$ cat src/rtl/tick_sequencer_if.sv
// Configuration write port of tick_sequencer: one valid/ready transfer per channel config.
// The master drives the write; the sequencer (slave) answers with cfg_ready.
interface tick_sequencer_if #(
  parameter int NUM_CH   = 4,
  parameter int PERIOD_W = 16
);
  localparam int CH_W = (NUM_CH > 1) ? $clog2(NUM_CH) : 1;

  logic                cfg_valid;
  logic                cfg_ready;
  logic [CH_W-1:0]     cfg_ch;
  logic [PERIOD_W-1:0] cfg_period;
  logic                cfg_oneshot;

  modport master (
    output cfg_valid, cfg_ch, cfg_period, cfg_oneshot,
    input  cfg_ready
  );

  modport slave (
    input  cfg_valid, cfg_ch, cfg_period, cfg_oneshot,
    output cfg_ready
  );
endinterface

$ cat src/rtl/tick_sequencer.sv
// Multi-channel strobe scheduler sharing one prescaler; each channel emits one-cycle ticks.
// Optional macro TICK_SEQ_SYNC_START_EN: realign the prescaler when the first channel starts.
module tick_sequencer #(
  parameter int NUM_CH   = 4,
  parameter int BASE_DIV = 4,
  parameter int PERIOD_W = 16
) (
  input  logic              clk,
  input  logic              rst,
  tick_sequencer_if.slave   cfg,
  input  logic [NUM_CH-1:0] start,
  input  logic [NUM_CH-1:0] stop,
  output logic              base_tick,
  output logic [NUM_CH-1:0] tick_out,
  output logic [NUM_CH-1:0] active,
  output logic [NUM_CH-1:0] done
);
  localparam int CH_W     = (NUM_CH > 1) ? $clog2(NUM_CH) : 1;
  localparam int CH_SLOTS = 2 ** CH_W;
  localparam int DIV_W    = (BASE_DIV > 1) ? $clog2(BASE_DIV) : 1;
  localparam logic [DIV_W-1:0] DIV_LAST = DIV_W'(BASE_DIV - 1);

  localparam logic [1:0] ST_IDLE = 2'd0;
  localparam logic [1:0] ST_RUN  = 2'd1;
  localparam logic [1:0] ST_DONE = 2'd2;

  logic [DIV_W-1:0]    div_cnt_reg;
  logic [DIV_W-1:0]    div_cur;
  logic                div_wrap;
  logic                base_tick_reg;
  logic                presc_restart;
  logic [NUM_CH-1:0]   run_vec;
  logic [NUM_CH-1:0]   go_vec;
  logic [CH_SLOTS-1:0] run_pad;
  logic                cfg_wr;

  // Unused channel slots read as never running, so out-of-range writes are accepted.
  assign run_pad       = CH_SLOTS'(run_vec);
  assign cfg.cfg_ready = !run_pad[cfg.cfg_ch];
  assign cfg_wr        = cfg.cfg_valid && cfg.cfg_ready;

`ifdef TICK_SEQ_SYNC_START_EN
  assign presc_restart = (|go_vec) && !(|run_vec);
`else
  assign presc_restart = 1'b0;
`endif

  // A restart behaves like a step taken from count zero, so the first base tick of the
  // run arrives BASE_DIV-1 edges later and the first channel tick lands on P*BASE_DIV.
  assign div_cur  = presc_restart ? '0 : div_cnt_reg;
  assign div_wrap = (div_cur == DIV_LAST);

  always_ff @(posedge clk) begin
    if (rst) begin
      div_cnt_reg   <= '0;
      base_tick_reg <= 1'b0;
    end else begin
      base_tick_reg <= div_wrap;
      div_cnt_reg   <= div_wrap ? '0 : div_cur + 1'b1;
    end
  end

  assign base_tick = base_tick_reg;

  genvar gi;
  generate
    for (gi = 0; gi < NUM_CH; gi++) begin : g_ch
      logic [1:0]          state_reg;
      logic [PERIOD_W-1:0] period_reg;
      logic                oneshot_reg;
      logic [PERIOD_W-1:0] run_period_reg;
      logic                run_oneshot_reg;
      logic [PERIOD_W-1:0] cnt_reg;
      logic                tick_reg;
      logic                done_reg;
      logic                is_run;
      logic                cfg_hit;
      logic                go;
      logic                complete;

      assign is_run   = (state_reg == ST_RUN);
      assign cfg_hit  = cfg_wr && (cfg.cfg_ch == CH_W'(gi));
      assign go       = start[gi] && !stop[gi] && !is_run && (period_reg != '0);
      assign complete = is_run && base_tick_reg && (cnt_reg == run_period_reg - 1'b1);

      // The run latches its own copy of period/oneshot so a same-edge write only affects
      // the next start.
      always_ff @(posedge clk) begin
        if (rst) begin
          state_reg       <= ST_IDLE;
          period_reg      <= '0;
          oneshot_reg     <= 1'b0;
          run_period_reg  <= '0;
          run_oneshot_reg <= 1'b0;
          cnt_reg         <= '0;
          tick_reg        <= 1'b0;
          done_reg        <= 1'b0;
        end else begin
          tick_reg <= 1'b0;
          if (cfg_hit) begin
            period_reg  <= cfg.cfg_period;
            oneshot_reg <= cfg.cfg_oneshot;
          end
          if (stop[gi]) begin
            state_reg <= ST_IDLE;
            cnt_reg   <= '0;
            done_reg  <= 1'b0;
          end else if (go) begin
            state_reg       <= ST_RUN;
            cnt_reg         <= '0;
            done_reg        <= 1'b0;
            run_period_reg  <= period_reg;
            run_oneshot_reg <= oneshot_reg;
          end else if (is_run && base_tick_reg) begin
            if (complete) begin
              tick_reg <= 1'b1;
              cnt_reg  <= '0;
              if (run_oneshot_reg) begin
                state_reg <= ST_DONE;
                done_reg  <= 1'b1;
              end
            end else begin
              cnt_reg <= cnt_reg + 1'b1;
            end
          end else if (cfg_hit) begin
            done_reg <= 1'b0;
          end
        end
      end

      assign run_vec[gi]  = is_run;
      assign go_vec[gi]   = go;
      assign tick_out[gi] = tick_reg;
      assign active[gi]   = is_run;
      assign done[gi]     = done_reg;
    end
  endgenerate
endmodule

$ cat src/flat_wrapper.sv
// flat-port wrapper written by rule: the top's interface ports become plain ports
module tick_sequencer_flat 
#(
  parameter int NUM_CH   = 4,
  parameter int BASE_DIV = 4,
  parameter int PERIOD_W = 16
)
  (clk, rst, start, stop, base_tick, tick_out, active, done, cfg_cfg_valid, cfg_cfg_ch, cfg_cfg_period, cfg_cfg_oneshot, cfg_cfg_ready);
  tick_sequencer_if #(.NUM_CH(NUM_CH), .PERIOD_W(PERIOD_W)) cfg_i ();
  input  logic clk;
  input  logic rst;
  input  logic [NUM_CH-1:0] start;
  input  logic [NUM_CH-1:0] stop;
  output logic base_tick;
  output logic [NUM_CH-1:0] tick_out;
  output logic [NUM_CH-1:0] active;
  output logic [NUM_CH-1:0] done;
  input wire logic [$bits(cfg_i.cfg_valid)-1:0] cfg_cfg_valid;
  input wire logic [$bits(cfg_i.cfg_ch)-1:0] cfg_cfg_ch;
  input wire logic [$bits(cfg_i.cfg_period)-1:0] cfg_cfg_period;
  input wire logic [$bits(cfg_i.cfg_oneshot)-1:0] cfg_cfg_oneshot;
  output wire logic [$bits(cfg_i.cfg_ready)-1:0] cfg_cfg_ready;
  assign cfg_i.cfg_valid = cfg_cfg_valid;
  assign cfg_i.cfg_ch = cfg_cfg_ch;
  assign cfg_i.cfg_period = cfg_cfg_period;
  assign cfg_i.cfg_oneshot = cfg_cfg_oneshot;
  assign cfg_cfg_ready = cfg_i.cfg_ready;
  tick_sequencer #(.NUM_CH(NUM_CH), .BASE_DIV(BASE_DIV), .PERIOD_W(PERIOD_W)) u_core (.clk(clk), .rst(rst), .cfg(cfg_i), .start(start), .stop(stop), .base_tick(base_tick), .tick_out(tick_out), .active(active), .done(done));
endmodule
$ cat config.mk
export PLATFORM = sky130hd
export DESIGN_NAME = tick_sequencer_flat
export DESIGN_NICKNAME = d
export VERILOG_FILES = /design/src/rtl/tick_sequencer_if.sv /design/src/rtl/tick_sequencer.sv /design/src/flat_wrapper.sv
export SDC_FILE = /design/constraint.sdc
export NUM_CORES = 1
export LEC_CHECK = 0
export BUFFER_PORTS_ARGS = -buffer_cell sky130_fd_sc_hd__clkbuf_2
export CAP_MARGIN = 15
export CORE_MARGIN = 2
export CORE_UTILIZATION = 62
export CTS_BUF_LIST = sky130_fd_sc_hd__clkbuf_16
export CTS_CLUSTER_SIZE = 16
export DETAILED_ROUTE_END_ITERATION = 10
export HOLD_SLACK_MARGIN = 0.08
export MAX_ROUTING_LAYER = met4
export PLACE_DENSITY = 0.81
export SLEW_MARGIN = 10
export SYNTH_ARGS = -nofsm -noshare
export SYNTH_HDL_FRONTEND = slang
export SYNTH_SLANG_ARGS = --single-unit
$ cat constraint.sdc
create_clock -name clk -period 3.4 [get_ports clk]
set_input_delay 0.17 -clock clk [delete_from_list [all_inputs] [get_ports clk]]
set_output_delay 0.17 -clock clk [all_outputs]
set_load 0.02 [all_outputs]
==> impl_metrics.tcl <==
set metrics [dict create \
    placed_cell_area_um2 10900 \
    grt_most_used_layer "met2" \
    grt_use_met3_pct 3.34 \
    die-area_um2 18100 \
    setup_tns_ns 0 \
    fmax_ghz 0.326 \
    fin_crit_sh_pct 90.1 \
    gp_routability_congestion 0.921 \
    critPathLaunch "u_core.g_ch[1].run_period_reg[0]$_SDFFE_PP0P_" \
    cts_buffers 23 \
    peakVddDrop_uv 452 \
    cp_top_family "simple AND/OR/NAND/NOR gates" \
    dp_hpwl_um 17300 \
    max_cap_viol_count 0 \
    netlist_area_um2 10600 \
    rsz0062_at_grt "false" \
    async_flop_share_pct 0 \
    cts_tree "done" \
    slowest_stage "or4b_1" \
    timing.rr.start "u_core.g_ch[1].run_period_reg[0]$_SDFFE_PP0P_" \
    pre_cts_ws_ns 0.361 \
    grt_pass1_wl_um 41300 \
    max-clock-path-buffers 3 \
    wirelength_um 24700 \
    clk_latency_ns 0.52 \
    drtIter0Drc 645 \
    finalWorstSetupSlack_ns 0.335 \
    hold_start "start[1]" \
    worstPathArrival_ns 3.46 \
    grt_max_degree 91 \
    slowest_delay_ns 0.54 \
    final.min_clock_period_ns 3.07 \
    ys_seq_elements 219 \
    crit_fanout 13 \
    utilization_pct 70.8 \
    crit_type "flip-flop to flip-flop" \
    clkTransAtPathRegs_ns 0.06 \
    core_area_um2 16600 \
    cp-end-kind "flip-flop" \
    tightest_slew_ns 1.07 \
    routed-via-count 9254 \
    worstPathCellList "inv_1, ha_1, or4b_1, or4_4, or3b_1, a31oi_1, o2111ai_2, o21ai_2, buf_4, nor2_1" \
    syn-num-nets 1347 \
    rows 47 \
    wl_per_cell_um 15.6 \
    slew_headroom_pct 28.3 \
    ys_warn_count 0 \
    area_growth_pct 11.5 \
    gr-usage-all-layers_pct 28.1 \
    synth_sequential_area_ratio_pct 41.5 \
    ant_nets 0 \
    hold_violations 0 \
    nets 1385 \
    portBuffers 43 \
    p_leak_nw 4.54 \
    fin_cells 1583 \
    hp-class "input pin to flip-flop" \
    maxSlewViolCount 0 \
    dp_cells 1520 \
    fin_area_um2 11800 \
    start_kind "flip-flop" \
    drive_above_1_share_pct 9.02 \
    fp.dieH_um 135 \
    htree_levels 1 \
    root_buffer "clkbuf_16" \
    grt_use_met1_pct 35.8 \
    overflow 0 \
    antenna_found_initial 0 \
    cp.buffers_inverters 2 \
    setup_violations 0 \
    avgSynthCellArea_um2 8.08 \
    met2_usage_pct 46.7 \
    required_ns 3.79 \
    grt_pass1_vias 8811 \
    dr.pass1.iters 5 \
    initial_utilization_pct 63.5 \
    ios 44 \
    outcome "finished clean" \
    synth_edf_count 0 \
    synthCells 1308 \
    post-route-drc-count 0 \
    power_density_nw_per_um2 460 \
    vias_per_cell 5.85 \
    finClkSkew_ns 0.0100 \
    synth.distinct_cells 70 \
    cts.sink_count 219 \
    synthFlopType "dfxtp_1" \
    antennaDiodeCount 0 \
    die_x_um 135 \
]
==> through the flow <==
step | hold slack [ns] | total power [mW]
2_1_floorplan | 0.306 | 2.96
3_3_place_gp | 0.416 | 3.07
3_5_place_dp | 0.427 | 3.08
4_1_cts | 0.190 | 5.44
5_1_grt | 0.223 | 5.59
6_report | 0.202 | 5.42
==> worst reg2reg max path, stage by stage, from the launching register on <==
cell,delay (ns)
dfxtp_1,0.35
inv_1,0.07
ha_1,0.21
or4b_1,0.54
or4_4,0.48
or3b_1,0.37
a31oi_1,0.21
o2111ai_2,0.23
o21ai_2,0.18
buf_4,0.24
nor2_1,0.08
==> cells by family (layout without fill, tap and decap cells) <==
kind of cell / count (synthesis) / count (layout) / synth area share, %
AND/OR/NAND/NOR: 628 / 628 / 28.3
flip-flops: 219 / 219 / 41.5
AO/OA/AOI/OAI: 199 / 199 / 11.2
XOR/XNOR: 125 / 125 / 10.4
buffers and inverters: 89 / 144 / 3.79
multiplexers: 39 / 39 / 3.83
adder cells (fa/ha/maj): 9 / 9 / 1.07
==> cell usage in the layout, fill, tap and decap left out, types with 10 or more instances in the layout <==
cell and count:
nor4_1 31, nand3_1 33, inv_1 22, o21ai_1 12, dlygate4sd3_1 21, clkbuf_16 23, and3_1 17, and2_1 10
xor2_1 54, nand4_1 21, nor3_1 26, mux2i_1 37, buf_4 15, dfxtp_1 219, or4_1 12, nand2_1 268
o21ai_0 11, xnor2_1 71, clkbuf_2 42, nor2_1 131, a21oi_1 117, nor2_2 10
==> cell usage after synthesis, types with 5 or more instances <==
cell type  instances  share of area (%)
o21ai_0           11               0.52
or2_1              6               0.36
nor2b_1            6               0.36
a21oi_1          117                5.5
and3_1            17                1.0
nor3b_1            6               0.43
nand4b_1           6               0.50
a211o_1            5               0.41
dfxtp_1          219                 41
and2_1            10               0.59
nor2_1           131                4.7
and4_1             5               0.41
nand2_1          268                9.5
inv_1             22               0.78
nor2_2            10               0.59
nor4b_1            6               0.50
nand2b_1           8               0.47
xnor2_1           71                5.9
or4_1             12               0.85
o211ai_1           5               0.36
xor2_1            54                4.5
ha_1               9                1.1
o21ai_1           12               0.57
clkbuf_1          45                1.6
mux2i_1           37                3.5
buf_4             12               0.85
nor3_1            26                1.2
nand3_1           33                1.6
or3_1              8               0.47
a31oi_1            9               0.53
nand4_1           21                1.2
nor4_1            31                1.8
==> power by group <==
group	switching [mW]	internal [mW]	total, mW
Clock	1.05	1.32	2.37
Combinational	0.251	0.154	0.405
Sequential	0.0376	2.61	2.64
Total	1.34	4.08	5.42
==> metal layers <==
layer / part of all wire, % / vias to the layer above / wire [um]
met5: 0 / - / 0
met4: 3.4 / 0 / 835
met3: 5.1 / 57 / 1260
met2: 47 / 249 / 11700
met1: 44 / 4386 / 10900
li1: - / 4562 / -
==> final cells by class <==
type	count	area, um^2
sequential	219	4380
tap	220	275
fill	1292	4870
inverter	24	90.1
multi-input combinational	1000	5790
timing repair buffer	78	533
clock inverter	19	133
clock buffer	23	576
==> final timing paths <==
path / end / cells after the start / slack [ns]
max: u_core.g_ch[1].cnt_reg[4]$_SDFFE_PP0P_ / 10 / 0.33
min: u_core.g_ch[1].run_period_reg[7]$_SDFFE_PP0P_ / 5 / 0.20
max reg2reg: u_core.g_ch[1].cnt_reg[4]$_SDFFE_PP0P_ / 10 / 0.33
min reg2reg: u_core.div_cnt_reg[0]$_SDFF_PP0_ / 1 / 0.43
==> what timing repair did <==
action	CTS	global route
buffers inserted	0	0
gates resized for setup	0	0
hold buffers	21	0
hold endpoints to repair	87	0
No activity file was read; power rests on OpenSTA's default activity.
